<file path="src/rtl/vault_pkg.sv">
// -----------------------------------------------------------------------------
// vault_pkg
// Shared definitions for the vault loader: default register-file geometry and
// the loader FSM state encoding.
// -----------------------------------------------------------------------------
package vault_pkg;

    // Default register-file geometry: four entries of one byte each.
    localparam int DEPTH_DEFAULT = 4;
    localparam int WIDTH_DEFAULT = 8;

    // Loader FSM states.
    //   IDLE   : waiting for start; err/checksum from the last frame are held
    //   LOAD   : accepting upstream bytes and writing them out one per handshake
    //   DRAIN  : the final accepted byte is being written this cycle
    //   VERIFY : reading every entry back and folding it into a running XOR
    typedef enum logic [1:0] {
        IDLE   = 2'd0,
        LOAD   = 2'd1,
        DRAIN  = 2'd2,
        VERIFY = 2'd3
    } vault_state_t;

endpackage

</file>
<file path="src/rtl/vault_loader.sv">
// -----------------------------------------------------------------------------
// vault_loader
// Loads one frame of DEPTH bytes from a valid/ready upstream into an external
// register file, then reads the whole file back and compares the XOR of the
// readback with the XOR of what was written.
//
// Ports
//   clk          clock, all state changes on the rising edge
//   rst_n        asynchronous active-low reset
//   start        frame start request, only looked at while idle
//   in_valid     upstream byte valid
//   in_data      upstream byte
//   in_ready     high exactly while loading; a byte moves when valid && ready
//   vault_addr   register-file address for both writes and readback
//   vault_data   register-file write data
//   vault_we     register-file write enable
//   vault_rdata  register-file combinational read data at vault_addr
//   busy         high whenever the loader is not idle
//   done         one-cycle pulse when the readback finishes
//   err          sticky readback mismatch flag, cleared by the next start
//   checksum     XOR of the bytes written in the most recent frame
// -----------------------------------------------------------------------------
module vault_loader
    import vault_pkg::*;
#(
    parameter int DEPTH = DEPTH_DEFAULT,
    parameter int WIDTH = WIDTH_DEFAULT,
    localparam int AW   = $clog2(DEPTH)
) (
    input  logic             clk,
    input  logic             rst_n,
    input  logic             start,
    input  logic             in_valid,
    input  logic [WIDTH-1:0] in_data,
    output logic             in_ready,
    output logic [AW-1:0]    vault_addr,
    output logic [WIDTH-1:0] vault_data,
    output logic             vault_we,
    input  logic [WIDTH-1:0] vault_rdata,
    output logic             busy,
    output logic             done,
    output logic             err,
    output logic [WIDTH-1:0] checksum
);

    localparam logic [AW-1:0] LAST_ADDR = AW'(DEPTH - 1);

    vault_state_t     state;
    vault_state_t     state_next;

    logic [AW-1:0]    wr_ptr;
    logic [AW-1:0]    wr_ptr_next;
    logic [WIDTH-1:0] rd_xor;
    logic [WIDTH-1:0] rd_xor_next;

    logic [AW-1:0]    addr_next;
    logic [WIDTH-1:0] data_next;
    logic             we_next;
    logic             busy_next;
    logic             done_next;
    logic             err_next;
    logic [WIDTH-1:0] checksum_next;

    // The only unregistered output: upstream may hand over a byte exactly
    // while we are in LOAD, so ready follows the state register directly.
    assign in_ready = (state == LOAD);

    // State register. Reset drops straight back to IDLE, abandoning any
    // frame in flight.
    always_ff @(posedge clk or negedge rst_n) begin
        if (!rst_n) begin
            state <= IDLE;
        end else begin
            state <= state_next;
        end
    end

    // Next-state and next-output logic. Every output except in_ready is
    // computed here one cycle early and then registered, so a handshake in
    // LOAD shows up as a write on the following cycle. Write enable and
    // done default low, so a stall cycle in LOAD writes nothing and done can
    // only ever be a single-cycle pulse. The readback walks vault_addr from
    // 0 to the last entry; the last sample is folded in combinationally so
    // the comparison lands on the same edge that returns to IDLE.
    always_comb begin
        state_next    = state;
        wr_ptr_next   = wr_ptr;
        rd_xor_next   = rd_xor;
        addr_next     = vault_addr;
        data_next     = vault_data;
        we_next       = 1'b0;
        done_next     = 1'b0;
        err_next      = err;
        checksum_next = checksum;

        case (state)
            IDLE: begin
                if (start) begin
                    state_next    = LOAD;
                    wr_ptr_next   = '0;
                    rd_xor_next   = '0;
                    addr_next     = '0;
                    err_next      = 1'b0;
                    checksum_next = '0;
                end
            end

            LOAD: begin
                if (in_valid) begin
                    we_next       = 1'b1;
                    addr_next     = wr_ptr;
                    data_next     = in_data;
                    wr_ptr_next   = wr_ptr + 1'b1;
                    checksum_next = checksum ^ in_data;
                    if (wr_ptr == LAST_ADDR) begin
                        state_next = DRAIN;
                    end
                end
            end

            DRAIN: begin
                state_next = VERIFY;
                addr_next  = '0;
            end

            VERIFY: begin
                rd_xor_next = rd_xor ^ vault_rdata;
                addr_next   = vault_addr + 1'b1;
                if (vault_addr == LAST_ADDR) begin
                    state_next = IDLE;
                    done_next  = 1'b1;
                    err_next   = err | ((rd_xor ^ vault_rdata) != checksum);
                end
            end

            default: begin
                state_next = IDLE;
            end
        endcase

        busy_next = (state_next != IDLE);
    end

    // Registered datapath and outputs. Everything clears on reset so the
    // register file sees no write and the next frame starts at address 0.
    always_ff @(posedge clk or negedge rst_n) begin
        if (!rst_n) begin
            wr_ptr     <= '0;
            rd_xor     <= '0;
            vault_addr <= '0;
            vault_data <= '0;
            vault_we   <= 1'b0;
            busy       <= 1'b0;
            done       <= 1'b0;
            err        <= 1'b0;
            checksum   <= '0;
        end else begin
            wr_ptr     <= wr_ptr_next;
            rd_xor     <= rd_xor_next;
            vault_addr <= addr_next;
            vault_data <= data_next;
            vault_we   <= we_next;
            busy       <= busy_next;
            done       <= done_next;
            err        <= err_next;
            checksum   <= checksum_next;
        end
    end

endmodule
</file>
<file path="config.mk">
export PLATFORM = sky130hd
export DESIGN_NAME = vault_loader
export DESIGN_NICKNAME = d
export VERILOG_FILES = /design/src/rtl/vault_pkg.sv /design/src/rtl/vault_loader.sv
export SDC_FILE = /design/constraint.sdc
export NUM_CORES = 1
export LEC_CHECK = 0
export ABC_AREA = 0
export CAP_MARGIN = 25
export CORE_UTILIZATION = 44
export DETAILED_ROUTE_END_ITERATION = 10
export PLACE_DENSITY = 0.86
export RECOVER_POWER = 100
export SLEW_MARGIN = 20
export SYNTH_ARGS = -nofsm -noshare
export SYNTH_HDL_FRONTEND = slang
export SYNTH_SLANG_ARGS = --single-unit
</file>
<file path="constraint.sdc">
create_clock -name clk -period 1.4 [get_ports clk]
set_input_delay 0.28 -clock clk [delete_from_list [all_inputs] [get_ports clk]]
set_output_delay 0.28 -clock clk [all_outputs]
set_load 0.01 [all_outputs]
</file>
# Yosys cells after proc, flatten, opt, wreduce, memory -nomap -nowiden
# Cells that the tools add are included.
# W data, S select, Z words.
# totals
reg_bits,34
input_bits,20
output_inout_bits,23
word_cells,54
# classes
add_sub_neg,2
n_eq_ne,9
n_mux,21
bitwise_logic,3
n_reduce_logical,9
# ops
op,n
$pmux W8 S2,2
$mux W8,2
$pmux W2 S4,2
$xor A8 B8 Y8,2
$mux W2,7
$eq A2 B2 Y1 const B,4
$ne A8 B8 Y1,1
$mux W1,6
$ne A2 B2 Y1 const B,3
$reduce_and A2 Y1,3
$reduce_and A3 Y1,2
$reduce_bool A2 Y1,3
$add A2 B1 Y2 const B,2
$pmux W2 S2,1
$eq A2 B1 Y1 const B,1
$logic_not A2 Y1,1
$pmux W1 S2,1
$or A1 B1 Y1,1

# Depth between registers and ports, before layout
# Gate-level depths: netlist of run 1.
# depth
ltp_word,5
ltp_mapped,6
depth_no_buf,6

# Worst setup path before layout of run 1
# No wires, ideal clock.
# synth_path
path_kind,reg-to-reg
startpoint,register checksum[2]
endpoint,register err
setup_time_ns,0.129
arrival_ns,1.266
required_time_ns,1.271
path_slack_ns,0.005
path_stages_with_launch,5
n_path_buf,0
period_less_slack_ns,1.395
path_cell_list,dfrtp_1 > xnor3_1 > nand4_1 > o41ai_2 > nand2_1
# synth_via
elab_chain_len,4
# synth_lines
element,line_no,text
start: declaration,vault_loader.sv:43,output logic [WIDTH-1:0] checksum
start signal: assignment,vault_loader.sv:166,checksum <= checksum_next;
$ne A8 B8 Y1,vault_loader.sv:132,err_next = err | ((rd_xor ^ vault_rdata) != checksum);
$or A1 B1 Y1,vault_loader.sv:132,
$mux W1,vault_loader.sv:129,if (vault_addr == LAST_ADDR) begin
$pmux W1 S2,vault_loader.sv:96,case (state)
end signal: assignment,vault_loader.sv:165,err <= err_next;
end: declaration,vault_loader.sv:42,"output logic err,"
# No other way between the ends. The select of a mux whose other input is x is not followed.
# A chain may end at the register's enable or synchronous reset.

# Worst setup path after layout of run 1
# layout_path
startpoint,input vault_rdata[6]
endpoint,register err
# layout_via
elab_chain_len,5
# layout_lines
element,line_no,text
start: declaration,vault_loader.sv:39,"input logic [WIDTH-1:0] vault_rdata,"
$xor A8 B8 Y8,vault_loader.sv:132,
$ne A8 B8 Y1,vault_loader.sv:132,
$or A1 B1 Y1,vault_loader.sv:132,
$mux W1,vault_loader.sv:129,
$pmux W1 S2,vault_loader.sv:96,
# No other way between the ends. The select of a mux whose other input is x is not followed.

==> results of run 1 <==
## power by group
| group | switching (mW) | internal, mW |
|---|---|---|
| registers | 0.365 | 1.47 |
| clock network | 0.346 | 0.396 |
| logic | 1.30 | 1.51 |
| total | 2.01 | 3.37 |
## through the flow
stage | TNS [ns] | utilization | std cells
detailed placement | -3.54 | 0.630 | 256
floorplan | 0 | - | 152
CTS | -0.0543 | 0.667 | 273
global placement | -2.83 | 0.630 | 256
global route | -0.556 | 0.664 | 274
finish | -0.0908 | 0.664 | 274
## how the worst max path moves through the flow
stage | end | slack [ns] | startpoint
final | err$_DFFE_PN0P_ | -0.04 | vault_rdata[6]
after global routing | err$_DFFE_PN0P_ | -0.11 | checksum[3]$_DFFE_PN0P_
after CTS | err$_DFFE_PN0P_ | -0.05 | rd_xor[2]$_DFFE_PN0P_
after floorplan | err$_DFFE_PN0P_ | 0.005 | checksum[2]$_DFFE_PN0P_
after detailed placement | err$_DFFE_PN0P_ | -0.41 | vault_rdata[6]
after global placement | err$_DFFE_PN0P_ | -0.31 | vault_rdata[6]
## layout make-up
class                   count  area share
well taps                  48      0.0245
clock inverters             1     0.00204
inverters                   3     0.00767
flip-flops and latches     34       0.348
repair buffers             72       0.247
clock buffers               7      0.0353
multi-input cells         109       0.335
## Yosys cell counts, drive strengths merged
cell,number,area (µm²)
a21oi,17,85.1
a22o,4,35.0
a22oi,1,7.51
a311oi,8,70.1
a31oi,1,6.26
and2,1,6.26
and2b,1,10.0
and3,1,6.26
buf,2,10.0
clkbuf,4,15.0
dfrtp,34,851
ha,2,25.0
inv,3,18.8
mux2,1,11.3
mux2i,2,20.0
nand2,30,170
nand2b,1,6.26
nand4,1,6.26
nor2,12,50.1
nor2b,1,6.26
nor3,1,5.00
o21ai,3,15.0
o22ai,1,6.26
o41ai,1,16.3
or2,1,6.26
xnor2,4,35.0
xnor3,6,135
xor2,8,70.1
## kinds of logic after synthesis
logic type / synth area share
buf+inv: 0.0257
fa+ha+maj: 0.0147
compound gates: 0.142
xor+xnor: 0.141
simple gates: 0.160
mux: 0.0183
flops: 0.499
## routing by layer
metal,part of all wire,vias to the layer above,routed length [µm],track usage
li1,-,678,-,-
met1,0.46,651,1800,0.282
met2,0.48,38,1900,0.350
met3,0.048,7,189,0.0518
met4,0.016,0,63,0.100
met5,0,-,0,0
## layout by cell type, fill, tap and decap left out, types with 2 or more instances in the layout
cell / instances
dfrtp_1: 34
nand2_1: 21
buf_4: 21
dlygate4sd2_1: 20
a21oi_1: 17
clkdlybuf4s50_1: 17
nor2_1: 10
xor2_1: 8
a311oi_1: 7
nand2_4: 6
xnor3_1: 6
clkbuf_8: 6
a22o_1: 4
xnor2_1: 4
clkbuf_1: 4
clkbuf_4: 4
nand2_2: 3
o21ai_0: 3
nor2_2: 2
mux2i_1: 2
inv_1: 2
ha_1: 2
dlygate4sd3_1: 2
clkdlybuf4s15_1: 2
clkbuf_2: 2
## worst register-to-register path: cells and delay by family (launching register included)
| family | cells | cell delay, ns |
|---|---|---|
| simple gates | 2 | 0.23 |
| xor+xnor | 1 | 0.38 |
| compound gates | 1 | 0.33 |
| flops | 1 | 0.38 |
## registers in the layout (all words and copies together), names as in the netlist
name	flops
busy	1
checksum	8
done	1
err	1
rd_xor	8
state	2
vault_addr	2
vault_data	8
vault_we	1
wr_ptr	2
## repair_timing
action	in CTS	in global routing
setup endpoints to repair	25	10
pin swaps	6	1
buffers inserted	9	1
resized for setup	25	6
==> impl_metrics.env, run 1 <==
export IMPL_path_max_fanout=2
export IMPL_fin_nets=247
export IMPL_path_depth=5
export IMPL_min_period_ns=1.44
export IMPL_hold_depth=2
export IMPL_grt_setup_unrepaired="true"
export IMPL_post_dp_cell_area_um2=2320
export IMPL_yosys_warnings=0
export IMPL_fin_skew_ns=0.00297
export IMPL_hold_start="vault_data[5]$_DFFE_PN0P_"
export IMPL_die_h_um=64.3
export IMPL_crit_path_max_incr_delay_ns=0.43
export IMPL_die_area_um2=4130
export IMPL_h_tree_depth=2
export IMPL_clk_insertion_delay_late_ns=0.29
export IMPL_io_buffers=42
export IMPL_whs_endpoint="vault_data[5]$_DFFE_PN0P_"
export IMPL_syn2layout_area_growth_pct=43.5
export IMPL_reg2regPathDepth=4
export IMPL_syn_inst=152
export IMPL_crit_chain="clkdlybuf4s50_1 > xnor3_1 > nand4_1 > o41ai_2 > nand2_1"
export IMPL_fin_crit_sh=1.03
export IMPL_root_buffer="clkbuf_8"
export IMPL_nFillCells=311
export IMPL_worst_path_buf_inv=1
export IMPL_hold_buffers=0
export IMPL_post_place_ws_ns=-0.407
export IMPL_antenna_found_initial=0
export IMPL_drtIter0Drc=57
export IMPL_hold_viol_final=0
export IMPL_endpoint_kind="flop"
export IMPL_p_leak_nw=1.22
export IMPL_route_vias_total=1374
export IMPL_ys_seq_elements=34
export IMPL_drt_wirelength_per_cell_um=14.4
export IMPL_avgViaCountPerCell=5.01
export IMPL_track_usage=0.219
export IMPL_start_util=0.462
export IMPL_synth_fp_nets=174
export IMPL_cts_buffers=5
export IMPL_drive_above_1_share=0.235
export IMPL_cts_buffer_depth=2
export IMPL_antenna_cells=0
export IMPL_io_pins=43
export IMPL_relSlewSlack=0.456
export IMPL_worstPathRequired_ns=1.57
export IMPL_slowest_stage="clkdlybuf4s50_1"
export IMPL_dpl_hpwl_mm=2.75
export IMPL_slew_viol_final=0
export IMPL_grt_overflow_total=0
export IMPL_firstDrtPassIters=4
export IMPL_die_x_um=64.3
export IMPL_cts_tree="yes"
export IMPL_outcome="complete, but fails checks"
export IMPL_grt_pass1_vias=1451
export IMPL_maxCapViolCount=0
export IMPL_num_rows=22
export IMPL_power_density_nw_per_um2=2200
export IMPL_layout_area_seq_um2=851
export IMPL_clkSinkCount=34
export IMPL_tightestPinTransition_ns=0.815
export IMPL_yosysSeqAreaShare=0.499
export IMPL_syn_area_um2=1710
export IMPL_routed_wl_mm=3.95
export IMPL_worstPathArrival_ns=1.61
export IMPL_reg2reg_setup_slack_ns=-0.04
export IMPL_r2r_end="err$_DFFE_PN0P_"
export IMPL_setup_violations=5
export IMPL_crit_type="in2reg"
export IMPL_grt_max_degree=35
export IMPL_multi_input_area_um2=821
export IMPL_critPathTopFamily="buffers and inverters"
export IMPL_gp_congestion=0.741
export IMPL_placeableCoreArea_um2=3690
export IMPL_ys_types=32
export IMPL_violations="setup timing"
export IMPL_reg2reg_from="rd_xor[2]$_DFFE_PN0P_"
export IMPL_p_total_mw=5.38
export IMPL_whs_ns=0.469
export IMPL_clkTransAtPathRegs_ns=0.07
export IMPL_final_cell_area_um2=2450
export IMPL_antenna_left=0
export IMPL_grt_pass1_wl_mm=6.73
export IMPL_worstHoldPathType="reg2reg"
export IMPL_peakVddDrop_uv=977
export IMPL_fin_ws_ns=-0.0393
export IMPL_drc=0
export IMPL_cp_start_kind="primary input"
export IMPL_max_freq_mhz=695
export IMPL_syn_avg_cell_area_um2=11.2
Power figures use the tool's default switching activity.
==> run 2, diff against run 1 <==
--- a/config.mk
+++ b/config.mk
@@ -9,7 +9,7 @@
 export CAP_MARGIN = 25
 export CORE_UTILIZATION = 44
 export DETAILED_ROUTE_END_ITERATION = 10
-export PLACE_DENSITY = 0.86
+export PLACE_DENSITY = 0.88
 export RECOVER_POWER = 100
 export SLEW_MARGIN = 20
 export SYNTH_ARGS = -nofsm -noshare
==> run 2 against run 1 <==
  * Flip-flop and latch count did not move
  * Power down 3.2%
  * First-iteration DRC count grew 16%
  * Final area is 3.3% lower
  * Routed wire length shrank 0.53%
  * Sequential share of layout area up 1.2 points
  * Non-clock buffer count fell by 3
  * The run still ends with setup timing left
==> impl_metrics.env, run 2 (same netlist as run 1, synthesis figures left out) <==
export IMPL_outcome="complete, but fails checks"
export IMPL_violations="setup timing"
export IMPL_cts_tree="yes"
export IMPL_clkSinkCount=34
export IMPL_reg2reg_setup_slack_ns=-0.0007
export IMPL_endpoint_kind="flop"
export IMPL_die_x_um=64.3
export IMPL_avgViaCountPerCell=5.10
export IMPL_post_place_ws_ns=-0.385
export IMPL_crit_type="reg2reg"
export IMPL_p_leak_nw=1.15
export IMPL_crit_start="checksum[4]$_DFFE_PN0P_"
export IMPL_top_regs="checksum (8), rd_xor (8), vault_data (8)"
export IMPL_slew_viol_final=0
export IMPL_reg2reg_from="checksum[4]$_DFFE_PN0P_"
export IMPL_fin_nets=244
export IMPL_r2r_end="err$_DFFE_PN0P_"
export IMPL_reg2regPathDepth=4
export IMPL_num_rows=22
export IMPL_start_util=0.462
export IMPL_antenna_cells=0
export IMPL_peakVddDrop_uv=1010
export IMPL_clk_insertion_delay_late_ns=0.29
export IMPL_gp_congestion=0.791
export IMPL_firstDrtPassIters=4
export IMPL_fin_skew_ns=0.00692
export IMPL_layoutNonFillerInstCount=271
export IMPL_drive_above_1_share=0.175
export IMPL_root_buffer="clkbuf_8"
export IMPL_grt_setup_unrepaired="true"
export IMPL_maxCapViolCount=0
export IMPL_drt_wirelength_per_cell_um=14.5
export IMPL_setup_violations=1
export IMPL_route_vias_total=1382
export IMPL_final_cell_mix="dfrtp_1, nand2_1, dlygate4sd2_1, buf_4, clkdlybuf4s50_1"
export IMPL_place_inst=258
export IMPL_clkTransAtPathRegs_ns=0.07
export IMPL_final_common_cell="dfrtp_1"
export IMPL_p_total_mw=5.21
export IMPL_die_h_um=64.3
export IMPL_io_pins=43
export IMPL_drc=0
export IMPL_relSlewSlack=0.447
export IMPL_worstPathRequired_ns=1.57
export IMPL_min_period_ns=1.40
export IMPL_track_usage=0.216
export IMPL_grt_overflow_total=0
export IMPL_cts_buffer_depth=2
export IMPL_grt_pass1_wl_mm=6.56
export IMPL_die_area_um2=4130
export IMPL_antenna_left=0
export IMPL_h_tree_depth=2
export IMPL_fin_crit_sh=1.00
export IMPL_grt_pass1_vias=1390
export IMPL_fin_ws_ns=-0.000740
export IMPL_antenna_found_initial=0
export IMPL_tightestPinTransition_ns=0.829
export IMPL_power_density_nw_per_um2=2200
export IMPL_hold_buffers=0
export IMPL_max_freq_mhz=714
export IMPL_io_buffers=42
export IMPL_cts_buffers=5
export IMPL_path_max_fanout=3
export IMPL_worstPathArrival_ns=1.57
export IMPL_cp_start_kind="flop"
export IMPL_routed_wl_mm=3.93
export IMPL_cp_endpoint="err$_DFFE_PN0P_"
export IMPL_hold_viol_final=0
export IMPL_placeableCoreArea_um2=3690
export IMPL_worstHoldPathType="reg2reg"
export IMPL_dpl_hpwl_mm=2.66
export IMPL_grt_max_degree=35
export IMPL_drtIter0Drc=66
export IMPL_finalSetupTns_ns=-0.000740
export IMPL_syn2layout_area_growth_pct=38.8
export IMPL_hold_depth=2
## run 2: changes by cell type in the layout (fill, tap and decap cells not counted), sizes merged
cell           change
buf                -3
clkbuf             -2
clkdlybuf4s50      +1
clkinvlp           +1
dlygate4sd2        +1
dlygate4sd3        -1
## run 2: what timing repair did
action / CTS / global route
pin swaps: 2 / 6
endpoints found under the setup margin: 24 / 11
gates resized for setup: 23 / 4
setup buffers: 3 / 2
## run 2: cell type report
class                           count  area, µm²
Tap cell                           48       60.1
Clock inverter                      2       12.5
Fill cell                         309       1320
Clock buffer                        6       82.6
Multi-Input combinational cell    109        768
Sequential cell                    34        851
Inverter                            3       18.8
Timing Repair Buffer               69        574
## run 2: worst min path at each step
stage / from / end / slack (ns)
3_5_place_dp: vault_data[6]$_DFFE_PN0P_ / vault_data[6]$_DFFE_PN0P_ / 0.46
6_report: vault_data[6]$_DFFE_PN0P_ / vault_data[6]$_DFFE_PN0P_ / 0.47
3_3_place_gp: vault_data[1]$_DFFE_PN0P_ / vault_data[1]$_DFFE_PN0P_ / 0.46
2_1_floorplan: rst_n / busy$_DFF_PN0_ / -0.02
5_1_grt: vault_data[5]$_DFFE_PN0P_ / vault_data[5]$_DFFE_PN0P_ / 0.50
4_1_cts: rst_n / vault_data[1]$_DFFE_PN0P_ / 0.37
## run 2: critical path: stages (launching register included)
cell     delay [ns]
dfrtp_1        0.41
xnor3_1        0.38
nand2_1        0.08
o41ai_2        0.34
nand2_1        0.07
## run 2: report_power, final
group | switching, mW | total (mW) | leakage [nW] | internal [mW]
Combinational | 1.25 | 2.63 | 0.700 | 1.38
Sequential | 0.360 | 1.82 | 0.403 | 1.47
Clock | 0.356 | 0.751 | 0.0472 | 0.395
Total | 1.97 | 5.21 | 1.15 | 3.24
## run 2: layer usage
metal / vias up / GRT usage / routed length (µm)
li1: 669 / - / -
met1: 671 / 0.275 / 1750
met2: 37 / 0.345 / 1910
met3: 5 / 0.0625 / 215
met4: 0 / 0.0889 / 51
met5: - / 0 / 0
## run 2: through the flow
stage / instance area (µm²) / util / hold slack, ns
final: 2370 / 0.642 / 0.469
after global routing: 2370 / 0.642 / 0.504
after CTS: 2430 / 0.658 / 0.367
after detailed placement: 2340 / 0.634 / 0.462
after global placement: 2340 / 0.634 / 0.461
after floorplan: 1710 / - / -0.0156
==> run 3, diff against run 2 <==
--- a/config.mk
+++ b/config.mk
@@ -6,11 +6,11 @@
 export NUM_CORES = 1
 export LEC_CHECK = 0
 export ABC_AREA = 0
-export CAP_MARGIN = 25
 export CORE_UTILIZATION = 44
 export DETAILED_ROUTE_END_ITERATION = 10
 export PLACE_DENSITY = 0.88
 export RECOVER_POWER = 100
+export SETUP_SLACK_MARGIN = 0.5
 export SLEW_MARGIN = 20
 export SYNTH_ARGS = -nofsm -noshare
 export SYNTH_HDL_FRONTEND = slang
==> run 3 against run 2 <==
  * The run still ends with setup timing left
  * Critical path depth unchanged
  * Worst hold slack worse by 0.090 ns
  * Fmax down 3.3%
  * Combinational power up 56%
  * Global-route usage up 5.0 points
  * Power up 29%
  * Flip-flop and latch count unchanged
  * Register-to-register slack worse by 0.05 ns
  * Count of clock-buffer cells in the layout up 1
  * Via count up 16%
  * Sequential share of layout area down 6.7 points
  * Largest power group unchanged
==> impl_metrics.env, run 3 (same netlist as run 1, synthesis figures left out) <==
export IMPL_setup_violations=4
export IMPL_grt_overflow_total=0
export IMPL_p_seq_frac=0.280
export IMPL_clk_insertion_delay_late_ns=0.29
export IMPL_cts_buffers=5
export IMPL_root_buffer="clkbuf_8"
export IMPL_crit_type="reg2reg"
export IMPL_num_rows=22
export IMPL_clkSinkCount=34
export IMPL_final_util=0.789
export IMPL_post_dp_cell_area_um2=2390
export IMPL_max_freq_mhz=690
export IMPL_multi_input_area_um2=1050
export IMPL_drc=0
export IMPL_path_max_fanout=2
export IMPL_io_buffers=42
export IMPL_reg2regPathDepth=4
export IMPL_min_period_ns=1.45
export IMPL_placeableCoreArea_um2=3690
export IMPL_endpoint_kind="flop"
export IMPL_clockPowerShare=0.112
export IMPL_hold_viol_final=0
export IMPL_relSlewSlack=0.443
export IMPL_die_x_um=64.3
export IMPL_final_common_cell="dfrtp_1"
export IMPL_firstDrtPassIters=4
export IMPL_fin_ws_ns=-0.0484
export IMPL_hold_depth=3
export IMPL_grt_max_degree=35
export IMPL_violations="setup timing"
export IMPL_drive_above_1_share=0.464
export IMPL_fin_nets=273
export IMPL_antenna_found_initial=0
export IMPL_dpl_hpwl_mm=2.83
export IMPL_worstPathArrival_ns=1.61
export IMPL_cts_buffer_depth=2
export IMPL_swShare=0.406
export IMPL_grt_pass1_vias=1674
export IMPL_antenna_left=0
export IMPL_fin_crit_sh=1.03
export IMPL_maxCapViolCount=0
export IMPL_die_area_um2=4130
export IMPL_gp_congestion=0.787
export IMPL_power_density_nw_per_um2=2310
export IMPL_power_switching_mw=2.73
export IMPL_track_usage=0.266
export IMPL_h_tree_depth=2
export IMPL_peakVddDrop_uv=1120
export IMPL_layout_area_seq_um2=852
export IMPL_final_cell_area_um2=2910
export IMPL_cellInternalPower_mw=4.00
export IMPL_top_regs="checksum (8), rd_xor (8), vault_data (8)"
export IMPL_clkTransAtPathRegs_ns=0.07
export IMPL_power_frac_comb=0.608
export IMPL_cp_start_kind="flop"
export IMPL_antenna_cells=0
export IMPL_cts_tree="yes"
export IMPL_syn2layout_area_growth_pct=70.7
export IMPL_nFillCells=243
export IMPL_hold_buffers=0
export IMPL_routed_wl_mm=5.57
export IMPL_tightestPinTransition_ns=0.836
export IMPL_grt_pass1_wl_mm=8.05
export IMPL_io_pins=43
export IMPL_grt_setup_unrepaired="true"
export IMPL_route_vias_total=1609
export IMPL_die_h_um=64.3
export IMPL_drt_wirelength_per_cell_um=18.6
export IMPL_avgViaCountPerCell=5.36
export IMPL_outcome="complete, but fails checks"
export IMPL_drtIter0Drc=65
export IMPL_fin_skew_ns=0.00499
export IMPL_start_util=0.462
export IMPL_worstPathRequired_ns=1.57
export IMPL_worstHoldPathType="in2reg"
export IMPL_p_leak_nw=1.36
export IMPL_final_cell_mix="dfrtp_1, buf_4, clkbuf_1, clkdlybuf4s50_1, buf_6"
export IMPL_slew_viol_final=0
run 3: cell count changes in the layout (fill, tap and decap cells not counted), moves of 13 or more:
cell           previous run  this run
a21oi_1                  17         2
dlygate4sd2_1            21         1
clkbuf_1                  4        25
nand2_1                  29        14
buf_6                     0        15
buf_4                    19        32
run 3: cell type report:
cell class / count / area share
Inverter: 3 / 0.00817
Timing Repair inverter: 1 / 0.00559
Multi-Input combinational cell: 109 / 0.362
Tap cell: 48 / 0.0206
Sequential cell: 34 / 0.293
Clock buffer: 7 / 0.0297
Timing Repair Buffer: 97 / 0.279
Clock inverter: 1 / 0.00172
run 3: metal layers:
metal  GRT usage  routed length, µm
met1       0.319               2240
met5           0                  0
met3      0.0429                198
met2       0.461               2900
met4       0.131                224
run 3: timing repair:
action | CTS | global route
gates cloned | 2 | 1
endpoints found under the setup margin | 57 | 57
gates resized for setup | 148 | 38
setup buffers | 18 | 11
pin swaps | 27 | 16
run 3: final timing paths:
kind / startpoint / endpoint / slack [ns]
worst max-delay path: rd_xor[2]$_DFFE_PN0P_ / err$_DFFE_PN0P_ / -0.05
worst min-delay path: vault_rdata[6] / rd_xor[6]$_DFFE_PN0P_ / 0.38
worst max register to register: rd_xor[2]$_DFFE_PN0P_ / err$_DFFE_PN0P_ / -0.05
worst min register to register: vault_data[5]$_DFFE_PN0P_ / vault_data[5]$_DFFE_PN0P_ / 0.49
max in group asynchronous: rst_n / state[1]$_DFF_PN0_ / 0.21
min in group asynchronous: rst_n / done$_DFF_PN0_ / 0.62
run 3: through the flow:
step                      power (mW)  setup TNS, ns  worst slack (ns)  hold WS [ns]  instances
after floorplan                 3.57              0            0.0744       -0.0156        152
after global placement          4.66          -2.46            -0.284         0.462        260
after global routing            7.08         -0.597            -0.111         0.397        300
final                           6.73        -0.0837           -0.0484         0.379        300
after detailed placement        4.79          -3.15            -0.294         0.468        260
after CTS                       6.17        -0.0272           -0.0137         0.362        288
run 3: worst max-delay path, stage by stage, from the launching register on:
cell and delay, ns:
dfrtp_1 0.39, xnor3_1 0.40, nand4_1 0.13, o41ai_2 0.31
nand2_1 0.10
run 3: power by group through the flow:
stage	combinational [mW]	sequential [mW]	clock (mW)
after floorplan	1.59	1.98	0
after global placement	2.78	1.88	0
after detailed placement	2.89	1.90	0
after CTS	3.55	1.86	0.756
after global routing	4.34	1.93	0.806
final	4.09	1.89	0.754
==> patch: new RTL, flow settings as in run 2 <==
`WIDTH_DEFAULT`: 8 -> 6.
--- a/src/rtl/vault_pkg.sv
+++ b/src/rtl/vault_pkg.sv
@@ -8,5 +8,5 @@
     // Default register-file geometry: four entries of one byte each.
     localparam int DEPTH_DEFAULT = 4;
-    localparam int WIDTH_DEFAULT = 8;
+    localparam int WIDTH_DEFAULT = 6;
 
     // Loader FSM states.
Ports: changed (resized checksum, in_data, vault_data and vault_rdata); port bits go from 43 to 35. The function was not compared with the original's and may differ.
==> patch against run 2 <==
Total power fell by 14%. Core utilization grew 0.13 points. Clock skew about the same. Wire length down 15%. Non-clock buffer count down 13. Cell area is 16% lower. Sequential cell count shrank 6. Worst hold slack improved by 31 ps. Synthesized area down 16%. Setup slack better by 39 ps. Die area down 16%. Maximum frequency rose by 2.8%. Register-to-register slack gained 70 ps. Critical path type is now in -> reg. Highest routed layer unchanged.
==> patch: results <==
{
  "drt_iter0_markers": 34,
  "clock_cell_area_share_pct": 2.65,
  "largest_registers": "checksum (6), rd_xor (6), vault_data (6)",
  "wl_mm": 3.33,
  "yosys.cell_types.count": 34,
  "status": "complete, no violations",
  "place_ws_ps": -313,
  "post_drt_wl_per_cell_um": 15.2,
  "detailed_place_hpwl_mm": 2.36,
  "area.sequential_um2": 702,
  "min-delay-path-class": "in -> async",
  "clk_pin_slew_ps": 160,
  "place_congestion": 0.771,
  "buf_share_pct": 23.9,
  "fillers": 268,
  "use_met3_pct": 3.52,
  "multi_input_area_share_pct": 34.8,
  "wl_met3_um": 127,
  "crit_fanout": 2,
  "leakage_nw": 0.963,
  "worst_clock_skew_ps": 7.40,
  "synth-adder-area-share_pct": 1.75,
  "clk_latency_ps": 320,
  "met2_length_mm": 1.75,
  "utilization_pct": 64.3,
  "dpl_cell_area_um2": 1890,
  "met1_length_mm": 1.42,
  "drive_gt1_share_pct": 17.7,
  "synth_area_leaders": "dfrtp_1 (49%), xor3_1 (8.3%), xor2_1 (4.3%)",
  "seq_share_pct": 35.5,
  "grt_pass1_wl_mm": 5.53,
  "dp.cells": 207,
  "nets": 194,
  "netlist_top_cells_count": "dfrtp_1 (28), a21oi_1 (12), nor2_1 (11)",
  "ir_drop_uv": 911,
  "cts-root-buf": "clkbuf_4",
  "nClkBuffers": 3,
  "synthesis.nets": 141
}
-- patch: critical path: stages --
cell and delay (ps):
clkdlybuf4s50_1 480, xor3_1 410, nor4_1 290, a31oi_1 120
-- patch: path summary, 6_finish.rpt --
path,start,endpoint,slack (ps),cells after the start
hold reg to reg,vault_data[4],vault_data[4],500,1
setup / recovery,vault_rdata[0],err,40,4
hold / removal,rst_n,vault_we,500,2
max in group asynchronous,rst_n,checksum[0],430,2
setup reg to reg,state[1],vault_data[0],70,4
min in group clk,vault_data[4],vault_data[4],500,1
-- patch: report_power, final --
part           total (mW)  internal, mW  switching (mW)
Clock               0.525         0.289           0.236
Sequential           1.51          1.21           0.302
Combinational        2.42          1.29            1.14
Total                4.45          2.78            1.67
-- patch: timing repair --
action	CTS	global route
buffers inserted	8	0
resized for setup	22	4
endpoints found under the setup margin	23	15
endpoints found under the hold margin	0	0
